File: src/rtl/hs_fifo_flags_if.sv
// hs_fifo_flags_if: producer/consumer handshake, clear and status signals of the flag FIFO
interface hs_fifo_flags_if #(
    parameter int WIDTH     = 8,
    parameter int ADR_WIDTH = 5
);
    logic                 clear;
    logic                 tx_rdy;
    logic                 tx_done;
    logic [WIDTH-1:0]     in_data;
    logic                 rx_rdy;
    logic                 rx_done;
    logic [WIDTH-1:0]     out_data;
    logic                 empty;
    logic                 full;
    logic                 almost_empty;
    logic                 almost_full;
    logic [ADR_WIDTH:0]   level;
    modport master (
        output clear, tx_rdy, in_data, rx_done,
        input  tx_done, rx_rdy, out_data, empty, full, almost_empty, almost_full, level
    );
    modport slave (
        input  clear, tx_rdy, in_data, rx_done,
        output tx_done, rx_rdy, out_data, empty, full, almost_empty, almost_full, level
    );
endinterface

File: src/rtl/hs_fifo_flags.sv
// hs_fifo_flags: 4-phase handshake circular FIFO with level, clear and programmable flags
module hs_fifo_flags #(
    parameter int WIDTH     = 8,
    parameter int DEPTH     = 20,
    parameter int ADR_WIDTH = 5,
    parameter int AF_LEVEL  = 16,
    parameter int AE_LEVEL  = 2
) (
    input logic            clk,
    input logic            rst,
    hs_fifo_flags_if.slave bus
);
    localparam int LW = ADR_WIDTH + 1;
    typedef enum logic {TX_IDLE, TX_ACK} tx_state_t;
    typedef enum logic [1:0] {RX_IDLE, RX_VALID, RX_ACK} rx_state_t;
    tx_state_t              r_tx_state, w_tx_next;
    rx_state_t              r_rx_state, w_rx_next;
    logic [WIDTH-1:0]       r_mem [DEPTH];
    logic [WIDTH-1:0]       r_out;
    logic [ADR_WIDTH-1:0]   r_wr_ptr, r_rd_ptr;
    logic [LW-1:0]          r_level, w_level_nxt;
    logic                   r_empty, r_full, r_ae, r_af;
    logic                   w_push, w_pop, w_load;

    // Pointers wrap at DEPTH-1 so non-power-of-two depths never alias
    function automatic logic [ADR_WIDTH-1:0] f_inc(input logic [ADR_WIDTH-1:0] p);
        return (p == ADR_WIDTH'(DEPTH - 1)) ? '0 : p + ADR_WIDTH'(1);
    endfunction

    // Push uses the registered full so a same-edge pop cannot open a slot early
    always_comb begin
        w_push    = (r_tx_state == TX_IDLE) && bus.tx_rdy && !r_full && !bus.clear;
        w_tx_next = w_push ? TX_ACK : ((r_tx_state == TX_ACK) && !bus.tx_rdy) ? TX_IDLE : r_tx_state;
    end

    // Consumer side: load from idle, pop on rx_done, clear aborts a presented word without popping
    always_comb begin
        w_load    = (r_rx_state == RX_IDLE) && !r_empty && !bus.clear;
        w_pop     = (r_rx_state == RX_VALID) && bus.rx_done && !bus.clear;
        w_rx_next = r_rx_state;
        case (r_rx_state)
            RX_IDLE:  w_rx_next = w_load ? RX_VALID : RX_IDLE;
            RX_VALID: w_rx_next = (bus.rx_done || bus.clear) ? RX_ACK : RX_VALID;
            RX_ACK:   w_rx_next = bus.rx_done ? RX_ACK : RX_IDLE;
            default:  w_rx_next = RX_IDLE;
        endcase
    end

    // Occupancy after this edge; a push and pop together cancel out
    always_comb begin
        w_level_nxt = bus.clear           ? '0 :
                      (w_push && !w_pop)  ? r_level + LW'(1) :
                      (w_pop && !w_push)  ? r_level - LW'(1) : r_level;
    end

    // State registers for both handshake FSMs
    always_ff @(posedge clk) begin
        if (rst) begin
            r_tx_state <= TX_IDLE;
            r_rx_state <= RX_IDLE;
        end else begin
            r_tx_state <= w_tx_next;
            r_rx_state <= w_rx_next;
        end
    end

    // Pointers, level and flags all move on the same edge
    always_ff @(posedge clk) begin
        if (rst) begin
            r_wr_ptr <= '0;
            r_rd_ptr <= '0;
            r_level  <= '0;
            r_empty  <= 1'b1;
            r_full   <= 1'b0;
            r_ae     <= 1'b1;
            r_af     <= 1'b0;
        end else begin
            r_wr_ptr <= bus.clear ? '0 : w_push ? f_inc(r_wr_ptr) : r_wr_ptr;
            r_rd_ptr <= bus.clear ? '0 : w_pop ? f_inc(r_rd_ptr) : r_rd_ptr;
            r_level  <= w_level_nxt;
            r_empty  <= w_level_nxt == '0;
            r_full   <= w_level_nxt == LW'(DEPTH);
            r_ae     <= w_level_nxt <= LW'(AE_LEVEL);
            r_af     <= w_level_nxt >= LW'(AF_LEVEL);
        end
    end

    // Storage write; contents need no reset
    always_ff @(posedge clk) begin
        if (w_push) r_mem[r_wr_ptr] <= bus.in_data;
    end

    // Output word is captured when the RX FSM leaves idle and held otherwise
    always_ff @(posedge clk) begin
        if (rst) r_out <= '0;
        else if (w_load) r_out <= r_mem[r_rd_ptr];
    end

    assign bus.tx_done      = r_tx_state == TX_ACK;
    assign bus.rx_rdy       = r_rx_state == RX_VALID;
    assign bus.out_data     = r_out;
    assign bus.level        = r_level;
    assign bus.empty        = r_empty;
    assign bus.full         = r_full;
    assign bus.almost_empty = r_ae;
    assign bus.almost_full  = r_af;
endmodule

File: src/flat_wrapper.sv
// flat-port wrapper written by rule: the top's interface ports become plain ports
module hs_fifo_flags_flat 
#(
    parameter int WIDTH     = 8,
    parameter int DEPTH     = 20,
    parameter int ADR_WIDTH = 5,
    parameter int AF_LEVEL  = 16,
    parameter int AE_LEVEL  = 2
)
  (clk, rst, bus_clear, bus_tx_rdy, bus_in_data, bus_rx_done, bus_tx_done, bus_rx_rdy, bus_out_data, bus_empty, bus_full, bus_almost_empty, bus_almost_full, bus_level);
  hs_fifo_flags_if #(.WIDTH(WIDTH), .ADR_WIDTH(ADR_WIDTH)) bus_i ();
  input logic clk;
  input logic rst;
  input wire logic [$bits(bus_i.clear)-1:0] bus_clear;
  input wire logic [$bits(bus_i.tx_rdy)-1:0] bus_tx_rdy;
  input wire logic [$bits(bus_i.in_data)-1:0] bus_in_data;
  input wire logic [$bits(bus_i.rx_done)-1:0] bus_rx_done;
  output wire logic [$bits(bus_i.tx_done)-1:0] bus_tx_done;
  output wire logic [$bits(bus_i.rx_rdy)-1:0] bus_rx_rdy;
  output wire logic [$bits(bus_i.out_data)-1:0] bus_out_data;
  output wire logic [$bits(bus_i.empty)-1:0] bus_empty;
  output wire logic [$bits(bus_i.full)-1:0] bus_full;
  output wire logic [$bits(bus_i.almost_empty)-1:0] bus_almost_empty;
  output wire logic [$bits(bus_i.almost_full)-1:0] bus_almost_full;
  output wire logic [$bits(bus_i.level)-1:0] bus_level;
  assign bus_i.clear = bus_clear;
  assign bus_i.tx_rdy = bus_tx_rdy;
  assign bus_i.in_data = bus_in_data;
  assign bus_i.rx_done = bus_rx_done;
  assign bus_tx_done = bus_i.tx_done;
  assign bus_rx_rdy = bus_i.rx_rdy;
  assign bus_out_data = bus_i.out_data;
  assign bus_empty = bus_i.empty;
  assign bus_full = bus_i.full;
  assign bus_almost_empty = bus_i.almost_empty;
  assign bus_almost_full = bus_i.almost_full;
  assign bus_level = bus_i.level;
  hs_fifo_flags #(.WIDTH(WIDTH), .DEPTH(DEPTH), .ADR_WIDTH(ADR_WIDTH), .AF_LEVEL(AF_LEVEL), .AE_LEVEL(AE_LEVEL)) u_core (.clk(clk), .rst(rst), .bus(bus_i));
endmodule
File: config.mk
export PLATFORM = sky130hd
export DESIGN_NAME = hs_fifo_flags_flat
export DESIGN_NICKNAME = d
export VERILOG_FILES = /design/src/rtl/hs_fifo_flags_if.sv /design/src/rtl/hs_fifo_flags.sv /design/src/flat_wrapper.sv
export SDC_FILE = /design/constraint.sdc
export NUM_CORES = 1
export LEC_CHECK = 0
export BUFFER_PORTS_ARGS = -buffer_cell sky130_fd_sc_hd__buf_2
export CAP_MARGIN = 10
export CORE_MARGIN = 5
export CORE_UTILIZATION = 40
export CTS_CLUSTER_DIAMETER = 200
export DETAILED_ROUTE_END_ITERATION = 8
export GPL_TIMING_DRIVEN = 0
export SETUP_SLACK_MARGIN = 0.02
export SLEW_MARGIN = 20
export SYNTH_ARGS = -nofsm -noshare
export SYNTH_HDL_FRONTEND = slang
export SYNTH_SLANG_ARGS = --single-unit
File: constraint.sdc
create_clock -name clk -period 4.1 [get_ports clk]
set_clock_uncertainty 0.15 [all_clocks]
set_input_delay 0.41 -clock clk [delete_from_list [all_inputs] [get_ports clk]]
set_output_delay 0.41 -clock clk [all_outputs]
set_load 0.01 [all_outputs]
==> run summary <==
num ports -> 33
top_reg_cell synth -> edfxtp_1
worst-path cell chain -> nor4b_1 > clkbuf_1 > nand2_1 > nor2_1
pre-CTS setup slack -> 0.836 ns
DRC viols -> 0
max-slew violation count -> 0
die height -> 148 µm
cell depth of the worst setup path -> 4
Post-Syn Instances -> 450
maximum VDD drop -> 0.280 mV
Reg-to-Reg Start -> u_core.bus.tx_done
clock power share -> 39.2%
top routing layer in use -> met4
Cell Rows -> 50
total power -> 0.00361 W
combinational group share of total power -> 2.3%
Ys Warns -> 0
width of the chip -> 148 µm
min-delay src -> bus_rx_done
RSZ-0062 raised after global routing -> false
WL/cell -> 21.2 µm
CP Class -> reg -> reg
Critical Path RT -> 4.00 ns
sequential power share -> 58.6%
Hold EP -> u_core.r_rx_state[0]
post-route clock period utilization -> 74.6%
area of the core -> 18800 µm²
met2 wire length -> 7.67 mm
CTS Hold Bufs -> 0
crit path DAT -> 2.96 ns
Antenna Nets Post-Route -> 0
commonest non-fill, non-tap cells in the layout -> 160 x edfxtp_1, 41 x buf_2, 41 x mux4_2
PortBufs -> 31
Pint -> 0.00289 W
Area growth, synth to finish -> 12.2%
LEAKAGE -> 2.75 nW
CTS clk-pin slew, worst paths -> 0.06 ns
TritonCTS clock tree -> yes
ratio of cells with drive above 1 in the final layout -> 22.5%
final worst setup slack -> 1.04 ns
gr ovfl total -> 0
final hold viol count -> 0
clk root buf -> clkbuf_16
hold path cells -> 2
Clock Latency Late Sink -> 0.44 ns
Async SR Flop Fraction -> 0%
PwrDens -> 419 nW/µm²
Setup TNS -> 0 ns
Peak Freq -> 327 MHz
Distinct cells, synth -> 50
EDFF count, synth -> 160
max incr delay on CP -> 0.86 ns
post-cts sizing count -> 0
endpoints failing setup -> 0
largest net degree at the start of global routing -> 21
Yosys top cell by area -> edfxtp_1
R2R Setup Slk -> 1.04 ns
Post-CTS Setup Repair Bufs -> 0
Detailed Place HPWL -> 10.7 mm
met3 wire length -> 815 µm
vias post-DR -> 4145
first-pass GRT wire length -> 24.5 mm
Post-Synthesis Net Count -> 470
Slowest cell on crit path -> nor4b_1
R2R Path End -> u_core.r_mem[9][5]
Via-to-Cell Ratio -> 5.56
M1 wire length -> 7.17 mm
Final GP Congestion -> 0.811
total track usage -> 15.0%
Hold Path Class -> in -> reg
Filler cells -> 1650
switching power of the nets -> 0.000719 W
DR pass1 iterations -> 4
number of DRC markers in iteration 0 -> 300
WL final -> 15.8 mm
commonest non-fill, non-tap cell in the layout -> edfxtp_1
Period minus WS final -> 3.06 ns
Worst setup startpoint -> u_core.bus.tx_done
CTS HTree Levels -> 4
Clock Sink Count -> 191
initial core utilization -> 40.9%
TritonCTS Buffers -> 17
dominant cells by area after synthesis -> edfxtp_1 63%, mux4_2 12%, dfxtp_1 8.1%
Max-slew headroom -> 29.8%
Sw Ratio -> 19.9%
Synth Area per Inst -> 17.0 µm²
sequential area share after synthesis -> 70.7%
Least-Margin Pin Slew -> 1.04 ns
vias in the first global route -> 4138
Register-to-Register Path Depth -> 4
Critical Path Sink Type -> flip-flop
Bufs and invs on worst path -> 1
startpoint types -> flip-flop
post-synth top area share -> 62.6%
WHS -> 0.0747 ns
status -> completed
Final Util -> 45.9%
Max FO, Critical Path -> 10
CTS Buffer Depth -> 2
Antenna Cells -> 0
# Max-Cap Violations -> 0
die area -> 22100 µm²
Layout Nets -> 520
CP delay by family, top -> simple AND/OR/NAND/NOR gates
initial antenna violation count -> 0
Yosys reg bits -> 191
post-synth design cell area -> 7670 µm²
-- through the flow --
stage,instance area (µm²),cells
4_1_cts,8610,746
3_5_place_dp,8120,715
2_1_floorplan,7670,450
5_1_grt,8610,746
3_3_place_gp,8120,715
6_report,8610,746
-- worst reg2reg max path: stages (launching register included) --
cell and delay, ns:
dfxtp_1 0.33, nor4b_1 0.86, clkbuf_1 0.36, nand2_1 0.18
nor2_1 0.80
-- metal layers --
metal  up-vias  track usage, %
li1       1879               -
met1      2152            20.5
met2       102            23.7
met3        12            4.20
met4         0            4.16
met5         -               0
-- worst max-delay path by stage --
stage | endpoint | slack, ns
after floorplan | u_core.bus.almost_empty | 1.60
after global placement | u_core.r_mem[8][4] | 0.91
after detailed placement | u_core.r_mem[9][2] | 0.84
after CTS | u_core.r_mem[9][0] | 1.01
after global routing | u_core.r_mem[9][0] | 0.81
final | u_core.r_mem[9][5] | 1.04
-- power groups by stage --
stage | Sequential (W) | Combinational, W | Clock (W)
final | 0.00211 | 0.0000811 | 0.00141
after floorplan | 0.00216 | 0.0000355 | 0
after CTS | 0.00211 | 0.0000819 | 0.00144
after global routing | 0.00211 | 0.0000896 | 0.00152
after global placement | 0.00215 | 0.0000784 | 0
after detailed placement | 0.00215 | 0.0000817 | 0
-- state kept, by name (all words and copies together) (netlist names) --
register and flops:
u_core.bus.full 1, u_core.bus.empty 1, u_core.bus.level 6, u_core.bus.almost_full 1, u_core.bus.out_data 8, u_core.r_wr_ptr 5, u_core.bus.almost_empty 1, u_core.bus.tx_done 1
u_core.r_rx_state 2, u_core.r_rd_ptr 5, u_core.r_mem 160
-- kinds of logic after synthesis --
logic type,count (synthesis),share of synthesized area [%]
compound gates,48,4.24
buf+inv,27,1.68
flops,191,70.7
simple gates,115,7.62
mux,50,13.2
xor+xnor,12,1.37
fa+ha+maj,7,1.14
-- cell usage after synthesis, types with 6 or more instances --
| cell type | n |
|---|---|
| edfxtp_1 | 160 |
| mux4_2 | 41 |
| nor2_1 | 40 |
| dfxtp_1 | 31 |
| nand2_1 | 20 |
| buf_2 | 10 |
| clkbuf_1 | 10 |
| nand3_1 | 10 |
| o21ai_0 | 10 |
| a21oi_1 | 9 |
| and3_1 | 9 |
| xor2_1 | 8 |
| a211oi_1 | 7 |
| a22oi_1 | 7 |
| ha_1 | 7 |
| mux2i_1 | 7 |
| nor2b_1 | 6 |
-- area by class of cell --
| class | instances | area [µm²] | share of cell area [%] |
|---|---|---|---|
| repair buffers | 31 | 155 | 1.80 |
| flip-flops and latches | 191 | 5430 | 63.0 |
| clock inverters | 11 | 51.3 | 0.596 |
| clock buffers | 20 | 437 | 5.07 |
| multi-input cells | 232 | 2120 | 24.6 |
| inverters | 4 | 15.0 | 0.174 |
| well taps | 234 | 293 | 3.40 |
| plain buffers | 23 | 114 | 1.32 |
(Power assumes the default switching activity.)
